==> config.mk <==
export PLATFORM = sky130hd
export DESIGN_NAME = axi_multi_port_lock
export DESIGN_NICKNAME = d
export VERILOG_FILES = /design/src/rtl/axi_lock_pkg.sv /design/src/rtl/rr_pick.sv /design/src/rtl/axi_multi_port_lock.sv
export SDC_FILE = /design/constraint.sdc
export NUM_CORES = 1
export LEC_CHECK = 0
export ABC_AREA = 0
export CORE_AREA = 4 4 41 43
export DETAILED_ROUTE_END_ITERATION = 8
export DIE_AREA = 0 0 45 47
export GPL_TIMING_DRIVEN = 0
export SLEW_MARGIN = 5
export SYNTH_ARGS = -nofsm -noshare
export SYNTH_HDL_FRONTEND = slang
export SYNTH_HIERARCHICAL = 1
export SYNTH_SLANG_ARGS = --single-unit
export TNS_END_PERCENT = 30
==> constraint.sdc <==
create_clock -name clock -period 2.5 [get_ports clock]
set_clock_uncertainty 0.2 [all_clocks]
set_input_delay 0.5 -clock clock [delete_from_list [all_inputs] [get_ports clock]]
set_output_delay 0.5 -clock clock [all_outputs]
set_load 0.1 [all_outputs]
==> src/rtl/axi_lock_pkg.sv <==
// Shared types and helpers for the multi-channel AXI access lock.
package axi_lock_pkg;

  typedef enum logic {
    LK_IDLE = 1'b0,
    LK_EXEC = 1'b1
  } lock_st_e;

  // Next channel index after 'last', wrapping at nch.
  function automatic int rr_next(input int last, input int nch);
    return (last + 1 >= nch) ? 0 : last + 1;
  endfunction

endpackage

==> src/rtl/rr_pick.sv <==
// Combinational requester selection: round-robin starting after 'last',
// or fixed priority with the lowest index winning.
module rr_pick
  import axi_lock_pkg::*;
#(
  parameter int  NCH = 2,
  localparam int OW  = $clog2(NCH)
) (
  input  logic [NCH-1:0] req,
  input  logic [OW-1:0]  last,
  input  logic           mode,
  output logic [OW-1:0]  idx,
  output logic           valid
);

  logic [OW-1:0] cand;

  // Walk the channels in search order and take the first one requesting.
  always_comb begin
    idx   = '0;
    valid = 1'b0;
    cand  = mode ? OW'(rr_next(int'(last), NCH)) : '0;
    for (int k = 0; k < NCH; k++) begin
      if (!valid && req[cand]) begin
        idx   = cand;
        valid = 1'b1;
      end
      cand = OW'(rr_next(int'(cand), NCH));
    end
  end

endmodule

==> src/rtl/axi_multi_port_lock.sv <==
// Mutual-exclusion lock granting one of NCH requesters access to a shared
// AXI4 port. One idle cycle separates every handover; an optional watchdog
// forces release after HOLD_MAX cycles of ownership.
module axi_multi_port_lock
  import axi_lock_pkg::*;
#(
  parameter int  NCH      = 2,
  parameter bit  RR_MODE  = 1'b1,
  parameter int  HOLD_MAX = 0,
  localparam int OW       = $clog2(NCH)
) (
  input  logic           clock,
  input  logic           rst_n,
  input  logic [NCH-1:0] req,
  input  logic [NCH-1:0] done,
  output logic [NCH-1:0] grant,
  output logic [NCH-1:0] pend,
  output logic           busy,
  output logic [OW-1:0]  owner,
  output logic           timeout
);

  // Counter is kept one bit wide when the watchdog is disabled.
  localparam int            CW      = (HOLD_MAX > 0) ? $clog2(HOLD_MAX + 1) : 1;
  localparam logic [CW-1:0] CNT_LIM = CW'((HOLD_MAX > 0) ? HOLD_MAX - 1 : 0);

  lock_st_e       state_q, state_d;
  logic [OW-1:0]  owner_q, owner_d;
  logic [OW-1:0]  last_q, last_d;
  logic [CW-1:0]  cnt_q, cnt_d;
  logic [NCH-1:0] grant_q, grant_d;
  logic [NCH-1:0] pend_q, pend_d;
  logic           busy_q, busy_d;
  logic           timeout_q, timeout_d;
  logic [OW-1:0]  pick_idx;
  logic           pick_vld;

  rr_pick #(.NCH(NCH)) u_pick (
    .req   (req),
    .last  (last_q),
    .mode  (RR_MODE),
    .idx   (pick_idx),
    .valid (pick_vld)
  );

  // Next-state logic: grant on any request, release on owner done or watchdog.
  always_comb begin
    state_d   = state_q;
    owner_d   = owner_q;
    last_d    = last_q;
    cnt_d     = cnt_q;
    timeout_d = 1'b0;
    case (state_q)
      LK_IDLE: begin
        if (pick_vld) begin
          state_d = LK_EXEC;
          owner_d = pick_idx;
          cnt_d   = '0;
        end
      end
      LK_EXEC: begin
        // Done wins over the limit, so a coincident done is a normal release.
        if (done[owner_q]) begin
          state_d = LK_IDLE;
          last_d  = owner_q;
        end else if ((HOLD_MAX > 0) && (cnt_q == CNT_LIM)) begin
          state_d   = LK_IDLE;
          last_d    = owner_q;
          timeout_d = 1'b1;
        end else begin
          cnt_d = cnt_q + CW'(1);
        end
      end
      default: state_d = LK_IDLE;
    endcase
  end

  // Output values derived from the next state so they register with it.
  always_comb begin
    grant_d = '0;
    pend_d  = '0;
    busy_d  = 1'b0;
    if (state_d == LK_EXEC) begin
      grant_d = NCH'(1) << owner_d;
      pend_d  = ~(NCH'(1) << owner_d);
      busy_d  = 1'b1;
    end
  end

  // State and output registers; reset clears everything immediately.
  always_ff @(posedge clock or negedge rst_n) begin
    if (!rst_n) begin
      state_q   <= LK_IDLE;
      owner_q   <= '0;
      last_q    <= OW'(NCH - 1);
      cnt_q     <= '0;
      grant_q   <= '0;
      pend_q    <= '0;
      busy_q    <= 1'b0;
      timeout_q <= 1'b0;
    end else begin
      state_q   <= state_d;
      owner_q   <= owner_d;
      last_q    <= last_d;
      cnt_q     <= cnt_d;
      grant_q   <= grant_d;
      pend_q    <= pend_d;
      busy_q    <= busy_d;
      timeout_q <= timeout_d;
    end
  end

  assign grant   = grant_q;
  assign pend    = pend_q;
  assign busy    = busy_q;
  assign owner   = owner_q;
  assign timeout = timeout_q;

endmodule
# After elaboration in Yosys (flattened, before gate mapping)
# Cells that the tools add are included.
# op_classes
addsub	2
bitwise	2
magnitude_cmp	5
mux	20
shift	1
n_reduce_logical	3
# op_table
cell	count
$mux 1	17
$lt 1x2->1 const B	3
$add 1x1->2 const B	2
$ge 2x2->1 const B	2
$mux 2	2
$not 2->2	1
$pmux 1 s2	1
$reduce_and 2->1	1
$shl 1x1->2 const A	1
$logic_and 1x1->1	1
$logic_not 1->1	1
$not 1->1	1
# word_totals
reg_bits	8
output_inout_bits	7

# Logic depth before layout (Yosys ltp)
# depth
depth_word	15
depth_mapped	4
depth_no_buf	4

# Hierarchy
# The synthesis kept the hierarchy.
# modules_own_cells
module	instances	cells_per_inst	area_each_um2	seq_area_each_um2
axi_multi_port_lock	1	22	247.7	126.4
rr_pick	1	3	20.0	0.0

# Worst setup path after synthesis
# No wires, ideal clock.
# synth_timing
path_kind	reg2out
from	register, netlist name grant[1]
to	output port pend[0]
stages_incl_launch_ff	2
slack_ns	0.476
arrival_ns	1.324
cell_sequence	dfrtp_1 buf_4
# synth_rtl
item	line_no	source
end, declared	axi_multi_port_lock.sv:17	output logic [NCH-1:0] pend,

# Worst setup path after layout
# layout_timing
from	register grant_q[1], in the netlist grant[1]
to	output port grant[1]
# layout_rtl
item	line_no	source
start, declared	axi_multi_port_lock.sv:31	logic [NCH-1:0] grant_q, grant_d;
start signal, assigned	axi_multi_port_lock.sv:106	grant_q <= grant_d;
end, declared	axi_multi_port_lock.sv:16	output logic [NCH-1:0] grant,
# No word-level cell between the ends.

==> flow_summary_export.csv <==
group,metric,value,unit
run_status,outcome,"finished, final reports clean",
die,io_pins,13,
die,num_rows,13,
synthesis,synth_cell_types,16,
critical_path,cp_cell_sequence,"clkdlybuf4s50_1",
cts,clk_root_buffer_cell,"clkbuf_4",
layout,antennaDiodeCount,0,
layout,syn_to_final_growth,55.14,%
sta,slew_headroom,0.3542,
detailed_routing,viasPerCell,4.145,
die,core_area,1301,um^2
detailed_routing,top_layer,"met4",
placed_design,numPortBuffers,11,
cts,post_cts_buffers,0,
cts,cts_max_level,1,
synthesis,yosysWarnings,6,
global_route,grt_use_total,0.06280,
layout,most-common-layout-cells,"clkdlybuf4s50_1, buf_4, dfrtp_1, clkbuf_4",
detailed_routing,routed_wl,543,um
critical_path,critPathBufInv,1,
sta,rsz0062_at_grt,"no",
detailed_routing,met3_length,87,um
die,die_width,45,um
critical_path,timing.rr.end,"pend[1]",
critical_path,critical_path.slowest_cell,"clkdlybuf4s50_1",
detailed_routing,drt_pass1_iterations,2,
cts,cts.sinks,5,
cts,cts_tree,"built",
synthesis,synth_nets,31,
die,dieHeight,47,um
synthesis,yosys_register_bits,5,
critical_path,critPathKind,"flip-flop to output pin",
min_path,hp-class,"input port to asynchronous set/reset pin",
global_route,grt_pass1_vias,206,
cts,cts_buffer_depth,2,
synthesis,yosys-top-cells-area,"dfrtp_1, dfstp_2, buf_4, a22o_1, a21o_1",
sta,setup_violations,0,
critical_path,cp.required,1800,ps
layout,fillCellCount,150,
critical_path,rrSetupSlack,1140,ps
critical_path,path_max_fanout,2,
die,start_util,0.2058,
die,die_area,2115,um^2
critical_path,max_stage_delay,1130,ps
critical_path,r2r-start,"last_q",
global_route,grt_antenna_before_repair,0,
critical_path,end_kind,"output pin",
layout,multi_input_area,111.4,um^2
layout,mostFrequentLayoutCell,"clkdlybuf4s50_1",
global_route,grt_max_degree,8,
synthesis,netlist_area,267.8,um^2
global_route,gr-total-overflow,0,
sta,hold_viol,0,
sta,finalCritPeriodShare,0.9618,
synthesis,synth_top_area_share,0.3738,
critical_path,path_delay_family,"buffers and inverters",
detailed_routing,wl_per_cell,9.873,um
sta,drv_slew,0,
cts,numCtsBuffers,3,
synthesis,synthCells,25,
sta,min_period,2405,ps
sta,fin_tns_setup,0,ps
sta,fmax,0.4159,GHz
layout,final_core_util,0.3192,
sta,worst_slew_pin_slew,965.6,ps
synthesis,seq_area_frac_synth,0.4720,
global_route,grt_pass1_wl,821,um
critical_path,arrival,1700,ps
placed_design,gp_congestion,0.6839,
detailed_routing,num_vias,228,
cts,clock_latency,240,ps
synthesis,avgSynthCellArea,10.71,um^2
layout,seqCellArea,126.4,um^2
critical_path,rr_worst_depth,4,
synthesis,yosys.area.top_type,"dfrtp_1",
critical_path,cp-start-kind,"flip-flop",
detailed_routing,met2_length,211,um
detailed_routing,drc,0,
cts,cts.clk_slew.worst_paths,40,ps
detailed_routing,drt_iter0_drc,3,
detailed_routing,postRouteAntennaNets,0,
run,cap_violations,0,
layout,nNetsFinal,47,
layout,layout-drive-gt1-share,0.2750,
detailed_routing,met1_length,212,um
==> layout make-up <==
| cell class | instances | area share |
|---|---|---|
| tap | 15 | 0.04518 |
| clock buffer | 4 | 0.06325 |
| timing repair buffer | 11 | 0.2470 |
| inverter | 2 | 0.01807 |
| multi-input combinational | 15 | 0.2681 |
| buffer | 3 | 0.05422 |
| sequential | 5 | 0.3042 |
==> cell families (layout without fill, tap and decap cells) <==
group,count (synthesis),count (layout),synth area share
AO/OA/AOI/OAI,6,6,0.1869
flip-flops,5,5,0.4720
AND/OR/NAND/NOR,5,5,0.1075
buffers and inverters,5,20,0.1122
other,2,2,0.02805
multiplexers,2,2,0.09344
==> worst max path at each step <==
stage,from,endpoint,slack (ps),cells after the start
after detailed placement,busy,busy,160,1
after global placement,busy,busy,170,1
after floorplan,grant[1],pend[0],480,1
after global routing,grant[1],grant[1],50,1
after CTS,grant[1],grant[1],80,1
final,grant[1],grant[1],100,1
==> Yosys cell counts <==
master / count
a22o_1: 2
buf_4: 3
dfstp_2: 1
or2_1: 1
nor2b_2: 1
nand2b_1: 1
conb_1: 2
mux2i_1: 1
inv_1: 2
nand2_1: 1
nor2_1: 1
a21boi_1: 1
a32o_1: 1
mux2_4: 1
dfrtp_1: 4
a21o_1: 2
==> stage by stage <==
| stage | setup slack [ps] | hold slack [ps] | instances | area, um^2 |
|---|---|---|---|---|
| after floorplan | 476.0 | 4.409 | 25 | 267.8 |
| final | 95.48 | 269.6 | 55 | 415.4 |
| after CTS | 79.87 | 266.0 | 55 | 415.4 |
| after detailed placement | 160.8 | 364.8 | 51 | 396.6 |
| after global routing | 50.88 | 284.6 | 55 | 415.4 |
| after global placement | 167.4 | 359.5 | 51 | 396.6 |
==> layer usage <==
layer | vias to the layer above | track usage
met2 | 15 | 0.08192
met4 | 0 | 0.08772
met5 | - | 0
met1 | 100 | 0.05787
li1 | 109 | -
met3 | 4 | 0.03831
==> flip-flops by register name (all words and copies together) (netlist names) <==
name and flops:
last_q 1, owner 1, pend 1, busy 1, grant 1
==> timing repair <==
action	CTS	global route
setup endpoints to repair	4	0
gates resized for setup	4	0
hold buffers	0	0
Power is not shown: default switching activity piles up to over one toggle a cycle in this logic, so the estimate is an artifact.
